`src/rtl/fetch_stage_if.sv`:
```
// Fetch-stage bundle: execute redirect, instruction-memory request/response and the
// decode-side valid/ready handshake. master = fetch stage, slave = its environment.
interface fetch_stage_if;
   logic        redirect_i;
   logic [31:0] redirect_pc_i;
   logic        imem_req_valid_o;
   logic [31:0] imem_req_addr_o;
   logic        imem_req_ready_i;
   logic        imem_rsp_valid_i;
   logic [31:0] imem_rsp_data_i;
   logic        valid_o;
   logic        ready_i;
   logic [31:0] pc_o;
   logic [31:0] instr_o;
   logic        xcpt_o;
   logic [3:0]  xcpt_code_o;
   logic [31:0] id_decode_o;

   modport master (
      input  redirect_i, redirect_pc_i, imem_req_ready_i, imem_rsp_valid_i,
             imem_rsp_data_i, ready_i,
      output imem_req_valid_o, imem_req_addr_o, valid_o, pc_o, instr_o,
             xcpt_o, xcpt_code_o, id_decode_o
   );

   modport slave (
      output redirect_i, redirect_pc_i, imem_req_ready_i, imem_rsp_valid_i,
             imem_rsp_data_i, ready_i,
      input  imem_req_valid_o, imem_req_addr_o, valid_o, pc_o, instr_o,
             xcpt_o, xcpt_code_o, id_decode_o
   );
endinterface

```
`src/rtl/fetch_stage.sv`:
```
// Single-issue in-order fetch stage: one outstanding imem request, redirect handling,
// misaligned-PC exception. Define FETCH_KANATA_EN to compile in the Kanata trace-id counter.
module fetch_stage #(
   parameter logic [31:0] RESET_PC = 32'h0000_1000
) (
   input logic           clk_i,
   input logic           rstn_i,
   fetch_stage_if.master bus
);

   localparam logic [31:0] NOP_INSTR                  = 32'h0000_0013;
   localparam logic [3:0]  XCPT_INSTR_ADDR_MISALIGNED = 4'd0;

   typedef enum logic [2:0] {S_REQ, S_WAIT, S_DROP, S_OUT, S_HALT} state_t;

   state_t      r_state;
   state_t      w_state_nxt;
   logic [31:0] r_pc_q;
   logic [31:0] w_pc_nxt;
   logic [31:0] r_pc_out;
   logic [31:0] r_instr_out;
   logic        r_xcpt_out;
   logic [3:0]  r_code_out;
   logic        r_halt_pend;
   logic        w_misaligned;
   logic        w_load_rsp;
   logic        w_load_mis;
   logic        w_req;
   logic        w_vld;

   assign w_misaligned = (r_pc_q[1:0] != 2'b00);

   always_comb begin
      w_state_nxt = r_state;
      w_pc_nxt    = r_pc_q;
      w_load_rsp  = 1'b0;
      w_load_mis  = 1'b0;
      w_req       = 1'b0;
      w_vld       = 1'b0;
      case (r_state)
         S_REQ: begin
            if (bus.redirect_i) begin
               w_state_nxt = S_REQ;
            end else if (w_misaligned) begin
               w_load_mis  = 1'b1;
               w_state_nxt = S_OUT;
            end else begin
               w_req = 1'b1;
               if (bus.imem_req_ready_i) w_state_nxt = S_WAIT;
            end
         end
         S_WAIT: begin
            // A response racing a redirect is simply discarded; otherwise DROP eats it later
            if (bus.redirect_i) begin
               w_state_nxt = bus.imem_rsp_valid_i ? S_REQ : S_DROP;
            end else if (bus.imem_rsp_valid_i) begin
               w_load_rsp  = 1'b1;
               w_pc_nxt    = r_pc_q + 32'd4;
               w_state_nxt = S_OUT;
            end
         end
         S_DROP: begin
            if (bus.imem_rsp_valid_i) w_state_nxt = S_REQ;
         end
         S_OUT: begin
            w_vld = !bus.redirect_i;
            if (bus.redirect_i) begin
               w_state_nxt = S_REQ;
            end else if (bus.ready_i) begin
               w_state_nxt = r_halt_pend ? S_HALT : S_REQ;
            end
         end
         S_HALT: begin
            if (bus.redirect_i) w_state_nxt = S_REQ;
         end
         default: w_state_nxt = S_REQ;
      endcase
      if (bus.redirect_i) w_pc_nxt = bus.redirect_pc_i;
   end

   always_ff @(posedge clk_i or negedge rstn_i) begin
      if (!rstn_i) begin
         r_state     <= S_REQ;
         r_pc_q      <= RESET_PC;
         r_pc_out    <= '0;
         r_instr_out <= '0;
         r_xcpt_out  <= 1'b0;
         r_code_out  <= '0;
         r_halt_pend <= 1'b0;
      end else begin
         r_state <= w_state_nxt;
         r_pc_q  <= w_pc_nxt;
         if (w_load_rsp) begin
            r_pc_out    <= r_pc_q;
            r_instr_out <= bus.imem_rsp_data_i;
            r_xcpt_out  <= 1'b0;
            r_code_out  <= '0;
            r_halt_pend <= 1'b0;
         end else if (w_load_mis) begin
            r_pc_out    <= r_pc_q;
            r_instr_out <= NOP_INSTR;
            r_xcpt_out  <= 1'b1;
            r_code_out  <= XCPT_INSTR_ADDR_MISALIGNED;
            r_halt_pend <= 1'b1;
         end
      end
   end

`ifdef FETCH_KANATA_EN
   logic [31:0] r_kid;
   logic        w_hs;

   assign w_hs = w_vld && bus.ready_i;

   always_ff @(posedge clk_i or negedge rstn_i) begin
      if (!rstn_i) r_kid <= '0;
      else if (w_hs) r_kid <= r_kid + 32'd1;
   end

   assign bus.id_decode_o = r_kid;
`else
   assign bus.id_decode_o = '0;
`endif

   // Reset gating keeps both valids low while rstn_i is held, not just after the edge
   assign bus.imem_req_valid_o = w_req && rstn_i;
   assign bus.imem_req_addr_o  = r_pc_q;
   assign bus.valid_o          = w_vld && rstn_i;
   assign bus.pc_o             = r_pc_out;
   assign bus.instr_o          = r_instr_out;
   assign bus.xcpt_o           = r_xcpt_out;
   assign bus.xcpt_code_o      = r_code_out;

endmodule

```
`src/flat_wrapper.sv`:
```
// flat-port wrapper written by rule: the top's interface ports become plain ports
module fetch_stage_flat 
#(
   parameter logic [31:0] RESET_PC = 32'h0000_1000
)
  (clk_i, rstn_i, bus_redirect_i, bus_redirect_pc_i, bus_imem_req_ready_i, bus_imem_rsp_valid_i, bus_imem_rsp_data_i, bus_ready_i, bus_imem_req_valid_o, bus_imem_req_addr_o, bus_valid_o, bus_pc_o, bus_instr_o, bus_xcpt_o, bus_xcpt_code_o, bus_id_decode_o);
  fetch_stage_if bus_i ();
  input logic clk_i;
  input logic rstn_i;
  input wire logic [$bits(bus_i.redirect_i)-1:0] bus_redirect_i;
  input wire logic [$bits(bus_i.redirect_pc_i)-1:0] bus_redirect_pc_i;
  input wire logic [$bits(bus_i.imem_req_ready_i)-1:0] bus_imem_req_ready_i;
  input wire logic [$bits(bus_i.imem_rsp_valid_i)-1:0] bus_imem_rsp_valid_i;
  input wire logic [$bits(bus_i.imem_rsp_data_i)-1:0] bus_imem_rsp_data_i;
  input wire logic [$bits(bus_i.ready_i)-1:0] bus_ready_i;
  output wire logic [$bits(bus_i.imem_req_valid_o)-1:0] bus_imem_req_valid_o;
  output wire logic [$bits(bus_i.imem_req_addr_o)-1:0] bus_imem_req_addr_o;
  output wire logic [$bits(bus_i.valid_o)-1:0] bus_valid_o;
  output wire logic [$bits(bus_i.pc_o)-1:0] bus_pc_o;
  output wire logic [$bits(bus_i.instr_o)-1:0] bus_instr_o;
  output wire logic [$bits(bus_i.xcpt_o)-1:0] bus_xcpt_o;
  output wire logic [$bits(bus_i.xcpt_code_o)-1:0] bus_xcpt_code_o;
  output wire logic [$bits(bus_i.id_decode_o)-1:0] bus_id_decode_o;
  assign bus_i.redirect_i = bus_redirect_i;
  assign bus_i.redirect_pc_i = bus_redirect_pc_i;
  assign bus_i.imem_req_ready_i = bus_imem_req_ready_i;
  assign bus_i.imem_rsp_valid_i = bus_imem_rsp_valid_i;
  assign bus_i.imem_rsp_data_i = bus_imem_rsp_data_i;
  assign bus_i.ready_i = bus_ready_i;
  assign bus_imem_req_valid_o = bus_i.imem_req_valid_o;
  assign bus_imem_req_addr_o = bus_i.imem_req_addr_o;
  assign bus_valid_o = bus_i.valid_o;
  assign bus_pc_o = bus_i.pc_o;
  assign bus_instr_o = bus_i.instr_o;
  assign bus_xcpt_o = bus_i.xcpt_o;
  assign bus_xcpt_code_o = bus_i.xcpt_code_o;
  assign bus_id_decode_o = bus_i.id_decode_o;
  fetch_stage #(.RESET_PC(RESET_PC)) u_core (.clk_i(clk_i), .rstn_i(rstn_i), .bus(bus_i));
endmodule
```
`config.mk`:
```
export PLATFORM = sky130hd
export DESIGN_NAME = fetch_stage_flat
export DESIGN_NICKNAME = d
export VERILOG_FILES = /design/src/rtl/fetch_stage_if.sv /design/src/rtl/fetch_stage.sv /design/src/flat_wrapper.sv
export SDC_FILE = /design/constraint.sdc
export NUM_CORES = 1
export LEC_CHECK = 0
export BUFFER_PORTS_ARGS = -buffer_cell sky130_fd_sc_hd__buf_2
export CAP_MARGIN = 20
export CELL_PAD_IN_SITES_DETAIL_PLACEMENT = 0
export CELL_PAD_IN_SITES_GLOBAL_PLACEMENT = 1
export CORE_MARGIN = 4
export CORE_UTILIZATION = 39
export CTS_CLUSTER_DIAMETER = 100
export CTS_CLUSTER_SIZE = 10
export DETAILED_ROUTE_END_ITERATION = 10
export HOLD_SLACK_MARGIN = 0.12
export PLACE_DENSITY_LB_ADDON = 0.1
export SETUP_SLACK_MARGIN = 0.2
export SYNTH_ARGS = -nofsm -noshare
export SYNTH_HDL_FRONTEND = slang
export SYNTH_SLANG_ARGS = --single-unit
export TNS_END_PERCENT = 20
```
`constraint.sdc`:
```
create_clock -name clk_i -period 4.8 [get_ports clk_i]
set_input_delay 0.96 -clock clk_i [delete_from_list [all_inputs] [get_ports clk_i]]
set_output_delay 0.96 -clock clk_i [all_outputs]
set_load 0.01 [all_outputs]
```
==> results.tsv, run 1 <==
metric	value	unit
status	complete, no violations	
clock_latency	0.35	ns
yosysWarningCount	0	
wl_per_cell	16.5	µm
die_w	119	µm
synth-main-ff-cell	dfrtp_1	
drt-pass1-iter-count	4	
finalPower	3.13	mW
vias_per_cell	5.19	
root_buffer	clkbuf_16	
h-tree-depth	3	
p_leak	2.78	nW
slowest_delay	0.56	ns
hpwl	8740	µm
rsz0062_at_grt	no	
rows	40	
clockBufferDepth	2	
whs	0.487	ns
die_h	119	µm
cp_top_family	simple AND/OR/NAND/NOR gates	
p_per_area	529	nW/µm²
nets	660	
drc	0	
clk_pin_slew	0.06	ns
port_buffers	168	
skew	0.0138	ns
final.min_clock_period	3.14	ns
ir_drop	0.305	mV
top_level_ports	205	
fin_tns_setup	0	ns
worst_path_max_delay_cell	nor4_1	
final-seq-area	2500	µm²
syn-instance-count	431	
cp_num_buf_inv	2	
antennaDiodeCount	0	
relSlewSlack	54.6	%
drive_above_1_share	39.2	%
cts_sinks	100	
hold_viol_final	0	
cts_inserted_buffers	9	
post_cts_buffers	0	
synth_most_common_cell	dfrtp_1	
critical_path_class	primary input to primary output	
synth_top_area_cell	dfrtp_1	
multi_input_area	2020	µm²
cp_common_cell	buf_2	
setup_viol	0	
timing.fmax	0.319	GHz
synth-edff-count	0	
cap_viol_max_count	0	
arrival	2.18	ns
synth_area_leaders	dfrtp_1, mux2_2, buf_4	
coreArea	12000	µm²
synth_top_area_share	52.0	%
track_usage	17.6	%
worst_setup_path_start_kind	primary input	
grt_start_max_net_pins	77	
ys_ff_latch	100	
worst_setup_path_end_kind	primary output	
num_vias	3848	
place_ws	1.34	ns
hold_buffers	0	
syn_area_per_cell	11.1	µm²
yosysSeqAreaShare	52.5	%
post-route-period-util	65.3	%
hp-class	register to register	
antenna_found_initial	1	
cts_tree	done	
crit_fanout	36	
syn-cell-area	4770	µm²
rrSetupSlack	2.30	ns
maxSlewViolCount	0	
ys_types	43	
critPathRequiredTime	3.84	ns
dieArea	14100	µm²
first_global_vias	3861	
ctsResizeCount	0	
worstPathCellList	buf_2 > nor4_1 > and3_1 > buf_2	
start_util	39.7	%
area_growth	24.3	%
ant_nets	0	
drt-initial-drc-count	207	
overflow	0	
ys_top_cells_by_count	dfrtp_1, buf_4, mux2_2	
worst_pin_slew	0.680	ns
synthArstFlopShare	100	%
final.fill_count	1150	
worst_slack	1.66	ns
postPlaceCellArea	5610	µm²
gp_congestion	0.743	
finalInstanceArea	5930	µm²
wirelength	12200	µm
grt_pass1_wl	20000	µm
per-layer routing:
layer  vias up  GRT usage, %  wire length, µm
met5         -             0                7
met4         2          4.20              125
met3        12          6.32              785
met2       113          28.0             5840
met1      1883          23.1             5450
li1       1838             -                -
state kept, by name, summed over array words and instances, names as in the netlist:
register and cells:
u_core.bus.imem_req_addr_o 32, u_core.bus.instr_o 32, u_core.bus.pc_o 32, u_core.bus.xcpt_o 1, u_core.r_state 3
stage by stage:
| step | std cells | util, % |
|---|---|---|
| 6_report | 741 | 49.3 |
| 5_1_grt | 741 | 49.3 |
| 4_1_cts | 740 | 49.2 |
| 3_5_place_dp | 724 | 46.7 |
| 3_3_place_gp | 723 | 46.5 |
| 2_1_floorplan | 466 | - |
worst paths after layout:
path                                       start                     to  cells after the start
min reg2reg                u_core.bus.instr_o[0]  u_core.bus.instr_o[0]                      1
max                               bus_redirect_i   bus_imem_req_valid_o                      4
max in group asynchronous                 rstn_i  u_core.bus.instr_o[4]                      3
max reg2reg                    u_core.r_state[1]    u_core.bus.pc_o[10]                      5
min                        u_core.bus.instr_o[0]  u_core.bus.instr_o[0]                      1
min in group asynchronous                 rstn_i      u_core.r_state[2]                      1
final cells by class:
cell class / instances / area share (%)
timing repair buffer: 173 / 15.4
tap: 147 / 3.10
inverter: 3 / 0.190
multi-input combinational: 302 / 34.1
clock inverter: 6 / 1.10
sequential: 100 / 42.2
clock buffer: 10 / 3.86
cell families after synthesis:
logic type | synth area share, %
buf+inv | 8.08
flops | 52.5
xor+xnor | 1.65
simple gates | 15.4
mux | 8.92
other cells | 0.0786
compound gates | 13.1
fa+ha+maj | 0.262
layout by cell type (no fill, tap or decap), types with 3 or more instances in the layout:
cell type   Yosys  layout
o31ai_1        12      12
o22a_1          3       3
nor3_1          5       5
buf_4          37       4
nand4_1        16      16
inv_1           3       3
conb_1          1      36
dfrtp_1        99      99
and4_1          4       4
clkinvlp_4      0       4
a22o_1         29      29
clkbuf_16       0       9
nor2_1         25      23
or3_1           8       8
nor4_1          4       4
nand3_1        12      12
nand2_1        31      31
mux2_2         36      36
a31oi_1        18      18
buf_2           5     167
and3_1          3       3
o21ai_0        16      16
or4_1          12      12
and2_1          3       3
xor2_1          7       7
where the power goes:
| group | total, mW | internal [mW] | switching (mW) |
|---|---|---|---|
| clock network | 0.722 | 0.403 | 0.318 |
| registers | 1.35 | 1.14 | 0.202 |
| logic | 1.07 | 0.536 | 0.531 |
| total | 3.13 | 2.08 | 1.05 |
Power figures use the tool's default switching activity.
==> run 2: changes to the inputs <==
--- a/config.mk
+++ b/config.mk
@@ -10,7 +10,7 @@
 export CELL_PAD_IN_SITES_DETAIL_PLACEMENT = 0
 export CELL_PAD_IN_SITES_GLOBAL_PLACEMENT = 1
 export CORE_MARGIN = 4
-export CORE_UTILIZATION = 39
+export CORE_UTILIZATION = 36
 export CTS_CLUSTER_DIAMETER = 100
 export CTS_CLUSTER_SIZE = 10
 export DETAILED_ROUTE_END_ITERATION = 10
==> constraint.sdc (replaced) <==
create_clock -name clk_i -period 3 [get_ports clk_i]
set_input_delay 0.6 -clock clk_i [delete_from_list [all_inputs] [get_ports clk_i]]
set_output_delay 0.6 -clock clk_i [all_outputs]
set_load 0.01 [all_outputs]
==> run 2 against run 1 <==
Against the previous run:
- first-iteration DRC count rose by 5.8%
- largest cell class unchanged
- routed wire length rose by 4.0%
- highest routed layer is now met4
- power rose by 65%
- critical endpoint is now u_core.bus.imem_req_addr_o[20]
- critical path type is now register to register
==> results.tsv, run 2 (synthesized netlist as in run 1, its figures left out) <==
metric	value	unit	change
status	complete, no violations		
rows	41		+2.5%
worst_path_max_delay_cell	or4_1		
area_growth	25.4	%	
clock_latency	0.35	ns	about the same
nets	662		+0.30%
r2r_cells	5		unchanged
relSlewSlack	31.4	%	-23 points
hp-class	primary input to async pin		
grt_start_max_net_pins	69		-10%
track_usage	16.8	%	-0.89 points
cap_viol_max_count	0		unchanged
num_vias	3834		-0.36%
worst_pin_slew	1.03	ns	+0.347 ns
post-route-period-util	79.2	%	
hold_buffers	0		unchanged
setup_viol	0		unchanged
dpl.cell_count	752		+3.9%
p_per_area	865	nW/µm²	+64%
top_level_ports	205		unchanged
post_cts_buffers	0		unchanged
timing.fmax	0.421	GHz	
final_common_cell	buf_2		
ctsResizeCount	0		unchanged
h-tree-depth	3		unchanged
worst_setup_path_start_kind	register		
wl_per_cell	16.5	µm	+0.31%
fin_cells	768		+3.6%
antenna_found_initial	0		-1
dieArea	15200	µm²	+7.8%
timing.rr.start	u_core.bus.imem_req_addr_o[2]		
rrSetupSlack	0.62	ns	-1.68 ns
drt-pass1-iter-count	5		+1
worst_setup_path_end_kind	register		
worstPathCellList	ha_1 > and4_1 > nand4_1 > or4_1 > a31oi_1		
hold_viol_final	0		unchanged
final_cell_mix	buf_2, dfrtp_1, mux2_2, conb_1, nand2_1		
drt-initial-drc-count	219		+5.8%
fin_tns_setup	0	ns	unchanged
start_util	37.3	%	-2.4 points
cts_tree	done		
post-route-util	46.8	%	-2.5 points
clk_pin_slew	0.07	ns	about the same
coreArea	12800	µm²	+6.3%
drc	0		unchanged
cts_inserted_buffers	9		unchanged
die_w	123	µm	+3.8%
antennaDiodeCount	0		unchanged
postPlaceCellArea	5650	µm²	+0.60%
wirelength	12700	µm	+4.0%
worst_slack	0.625	ns	-1.04 ns
place_ws	0.442	ns	-0.894 ns
gp_congestion	0.772		+4.0%
finalInstanceArea	5980	µm²	+0.89%
clockBufferDepth	2		unchanged
crit_fanout	14		-61%
hpwl	9080	µm	+3.9%
maxSlewViolCount	0		unchanged
vias_per_cell	4.99		-3.9%
finalPower	5.17	mW	+65%
critical_path_class	register to register		
ir_drop	0.496	mV	+63%
port_buffers	168		unchanged
first_global_vias	3797		-1.7%
cts_sinks	100		unchanged
whs	0.202	ns	-0.285 ns
root_buffer	clkbuf_16		
ant_nets	0		unchanged
r2r_end	u_core.bus.imem_req_addr_o[20]		
drive_above_1_share	39.6	%	+0.37 points
die_h	123	µm	+3.8%
p_leak	2.81	nW	+1.0%
slowest_delay	0.65	ns	+0.09 ns
overflow	0		unchanged
final.min_clock_period	2.38	ns	
skew	0.0102	ns	-0.00358 ns
grt_pass1_wl	20000	µm	about the same
arrival	2.64	ns	+0.46 ns
rsz0062_at_grt	no		
critPathRequiredTime	3.27	ns	-0.57 ns
[run 2: cell types whose count changed in the layout (fill, tap and decap cells not counted)]
| cell | delta |
|---|---|
| clkinv_4 | +1 |
| inv_6 | +2 |
| clkbuf_8 | +1 |
| clkbuf_1 | -1 |
| bufinv_16 | +1 |
| clkinv_2 | -1 |
| buf_4 | +4 |
| buf_12 | -1 |
| buf_16 | -1 |
| clkinvlp_4 | -3 |
[run 2: cell type report]
cell class                      instances  area [µm²]
Fill cell                            1241        6790
Sequential cell                       100        2500
Multi-Input combinational cell        302        2020
Timing Repair Buffer                  175         896
Clock buffer                           10         239
Tap cell                              172         215
Clock inverter                          6        93.8
Inverter                                3        11.3
[run 2: power breakdown]
group	switching (mW)	internal, mW	leakage (nW)
combinational	0.871	0.855	1.44
sequential	0.322	1.83	1.21
clock	0.534	0.762	0.160
[run 2: routing by layer]
metal / track usage, % / part of all wire, %
met5: 0 / 0
met3: 3.84 / 6.8
met4: 6.44 / 2.0
met1: 22.8 / 44
met2: 26.1 / 47
[run 2: worst max-delay path by stage]
stage / start / endpoint / slack, ns / cells past startpoint
after floorplan: bus_redirect_i / u_core.bus.pc_o[10] / 0.95 / 6
after global placement: bus_redirect_i / u_core.bus.instr_o[3] / 0.54 / 6
after detailed placement: bus_redirect_i / u_core.bus.instr_o[13] / 0.44 / 6
after CTS: u_core.r_state[1] / u_core.bus.instr_o[26] / 0.57 / 5
after global routing: u_core.r_state[1] / u_core.bus.instr_o[26] / 0.42 / 5
final: u_core.bus.imem_req_addr_o[2] / u_core.bus.imem_req_addr_o[20] / 0.62 / 5
[run 2: critical path: cells and delay by family, from the launching register on]
family	cells	cell delay [ns]
and+or+nand+nor	3	1.34
DFF	1	0.45
adders and majority gates	1	0.34
AOI/OAI and AO/OA	1	0.18
==> run 3: changes to the inputs <==
==> constraint.sdc (replaced) <==
create_clock -name clk_i -period 2.3 [get_ports clk_i]
set_input_delay 0.46 -clock clk_i [delete_from_list [all_inputs] [get_ports clk_i]]
set_output_delay 0.46 -clock clk_i [all_outputs]
set_load 0.01 [all_outputs]
==> run 3 against run 2 <==
Against the previous run:
- sequential share of layout area down 1.5 points
- setup slack worse by 0.37 ns
- via count up 4.5%
- critical path depth down 1
- clock skew down 0.0011 ns
- largest cell class unchanged
- power up 34%
- combinational power up 41%
- count of clock-buffer cells in the layout up 1
- largest power group unchanged
- first-iteration DRC count down 21%
- sequential cell count unchanged
- final cell count up 2.9%
- die area unchanged
==> results.tsv, run 3 (synthesized netlist as in run 1, its figures left out) <==
metric	value	unit	change
antenna_found_initial	1		+1
final_common_cell	buf_2		
grt_pass1_wl	20600	µm	+2.8%
finalInstanceArea	6210	µm²	+3.9%
final.min_clock_period	2.04	ns	
maxSlewViolCount	0		unchanged
crit_fanout	10		-4
hp-class	primary input to register		
postPlaceCellArea	5750	µm²	+1.8%
cts_inserted_buffers	9		unchanged
finalPower	6.93	mW	+34%
start_util	37.3	%	unchanged
critical_path_class	primary input to primary output		
drt-pass1-iter-count	4		-1
final.fill_count	1235		-0.48%
ir_drop	0.507	mV	+2.2%
hold_viol_final	0		unchanged
relSlewSlack	60.3	%	+29 points
final_cell_mix	buf_2, dfrtp_1, mux2_2, conb_1, nand2_1		
wirelength	13300	µm	+5.0%
wl_per_cell	16.9	µm	+2.1%
die_h	123	µm	unchanged
timing.fmax	0.489	GHz	
top_level_ports	205		unchanged
clockBufferDepth	2		unchanged
overflow	0		unchanged
p_per_area	1110	nW/µm²	+29%
coreArea	12800	µm²	unchanged
first_global_vias	3915		+3.1%
grt_start_max_net_pins	94		+36%
cts_sinks	100		unchanged
port_buffers	168		unchanged
gp_congestion	0.814		+5.4%
critPathRequiredTime	1.84	ns	-1.43 ns
post-route-util	48.6	%	+1.8 points
ant_nets	0		unchanged
post-route-period-util	88.9	%	
worst_setup_path_end_kind	primary output		
track_usage	17.3	%	+0.59 points
clock_latency	0.35	ns	about the same
drive_above_1_share	42.3	%	+2.7 points
rsz0062_at_grt	yes		
clk_pin_slew	0.07	ns	about the same
worst_pin_slew	0.590	ns	-0.437 ns
p_leak	2.91	nW	+3.6%
worst_setup_path_start_kind	primary input		
cts_tree	done		
status	complete, no violations		
num_vias	4008		+4.5%
skew	0.00909	ns	-0.00108 ns
hpwl	9440	µm	+3.9%
vias_per_cell	5.07		+1.6%
drt-initial-drc-count	172		-21%
h-tree-depth	3		unchanged
setup_viol	0		unchanged
die_w	123	µm	unchanged
rows	41		unchanged
root_buffer	clkbuf_16		
cap_viol_max_count	0		unchanged
area_growth	30.3	%	
fin_tns_setup	0	ns	unchanged
arrival	1.58	ns	-1.06 ns
drc	0		unchanged
nets	683		+3.2%
dieArea	15200	µm²	unchanged
==> run 3: critical path: stages <==
cell and delay [ns]:
dlygate4sd3_1 0.56, buf_4 0.22, and4_1 0.20, buf_2 0.14
==> run 3: timing repair <==
| action | CTS | global route |
|---|---|---|
| setup endpoints to repair | 6 | 15 |
| buffers inserted | 3 | 6 |
| hold endpoints to repair | 7 | 0 |
| pin swaps | 1 | 1 |
| gates resized for setup | 2 | 8 |
| hold buffers | 1 | 0 |
| gates cloned | 1 | 0 |
==> run 3: final timing paths <==
path / startpoint / endpoint / cells after the start / slack, ns
min in group asynchronous: rstn_i / u_core.bus.pc_o[0] / 2 / 0.55
worst max register to register: u_core.r_state[1] / u_core.bus.imem_req_addr_o[25] / 6 / 0.26
worst min-delay path: bus_redirect_pc_i[8] / u_core.bus.imem_req_addr_o[8] / 3 / 0.32
max in group asynchronous: rstn_i / u_core.bus.imem_req_addr_o[12] / 3 / 1.02
worst min register to register: u_core.bus.instr_o[1] / u_core.bus.instr_o[1] / 1 / 0.49
worst max-delay path: rstn_i / bus_valid_o / 4 / 0.26
==> run 3: through the flow <==
stage	hold WS (ns)	setup WS, ns	cells
3_3_place_gp	0.310	0.141	762
5_1_grt	0.315	0.176	790
4_1_cts	0.303	0.180	783
6_report	0.316	0.256	790
2_1_floorplan	0.164	0.349	466
3_5_place_dp	0.310	0.111	762
==> run 3: cell type report <==
class / count / area (µm²) / area share [%]
Clock buffer: 11 / 253 / 4.07
Clock inverter: 5 / 83.8 / 1.35
Timing Repair Buffer: 195 / 1080 / 17.4
Multi-Input combinational cell: 303 / 2060 / 33.1
Inverter: 3 / 11.3 / 0.181
Sequential cell: 100 / 2510 / 40.3
Tap cell: 172 / 215 / 3.46
Antenna cell: 1 / 2.50 / 0.0403
==> run 3: power by group <==
group	switching, mW	leakage [nW]	internal [mW]
clock	0.680	0.158	1.02
combinational	1.21	1.55	1.23
sequential	0.402	1.21	2.39
==> run 3: layer usage <==
metal  share of wire [%]  track usage [%]  up-vias
li1                    -                -     1897
met4                 2.2             7.34        0
met5                   0                0        -
met3                 6.1             3.48       18
met1                  44             23.5     1973
met2                  48             27.2      120
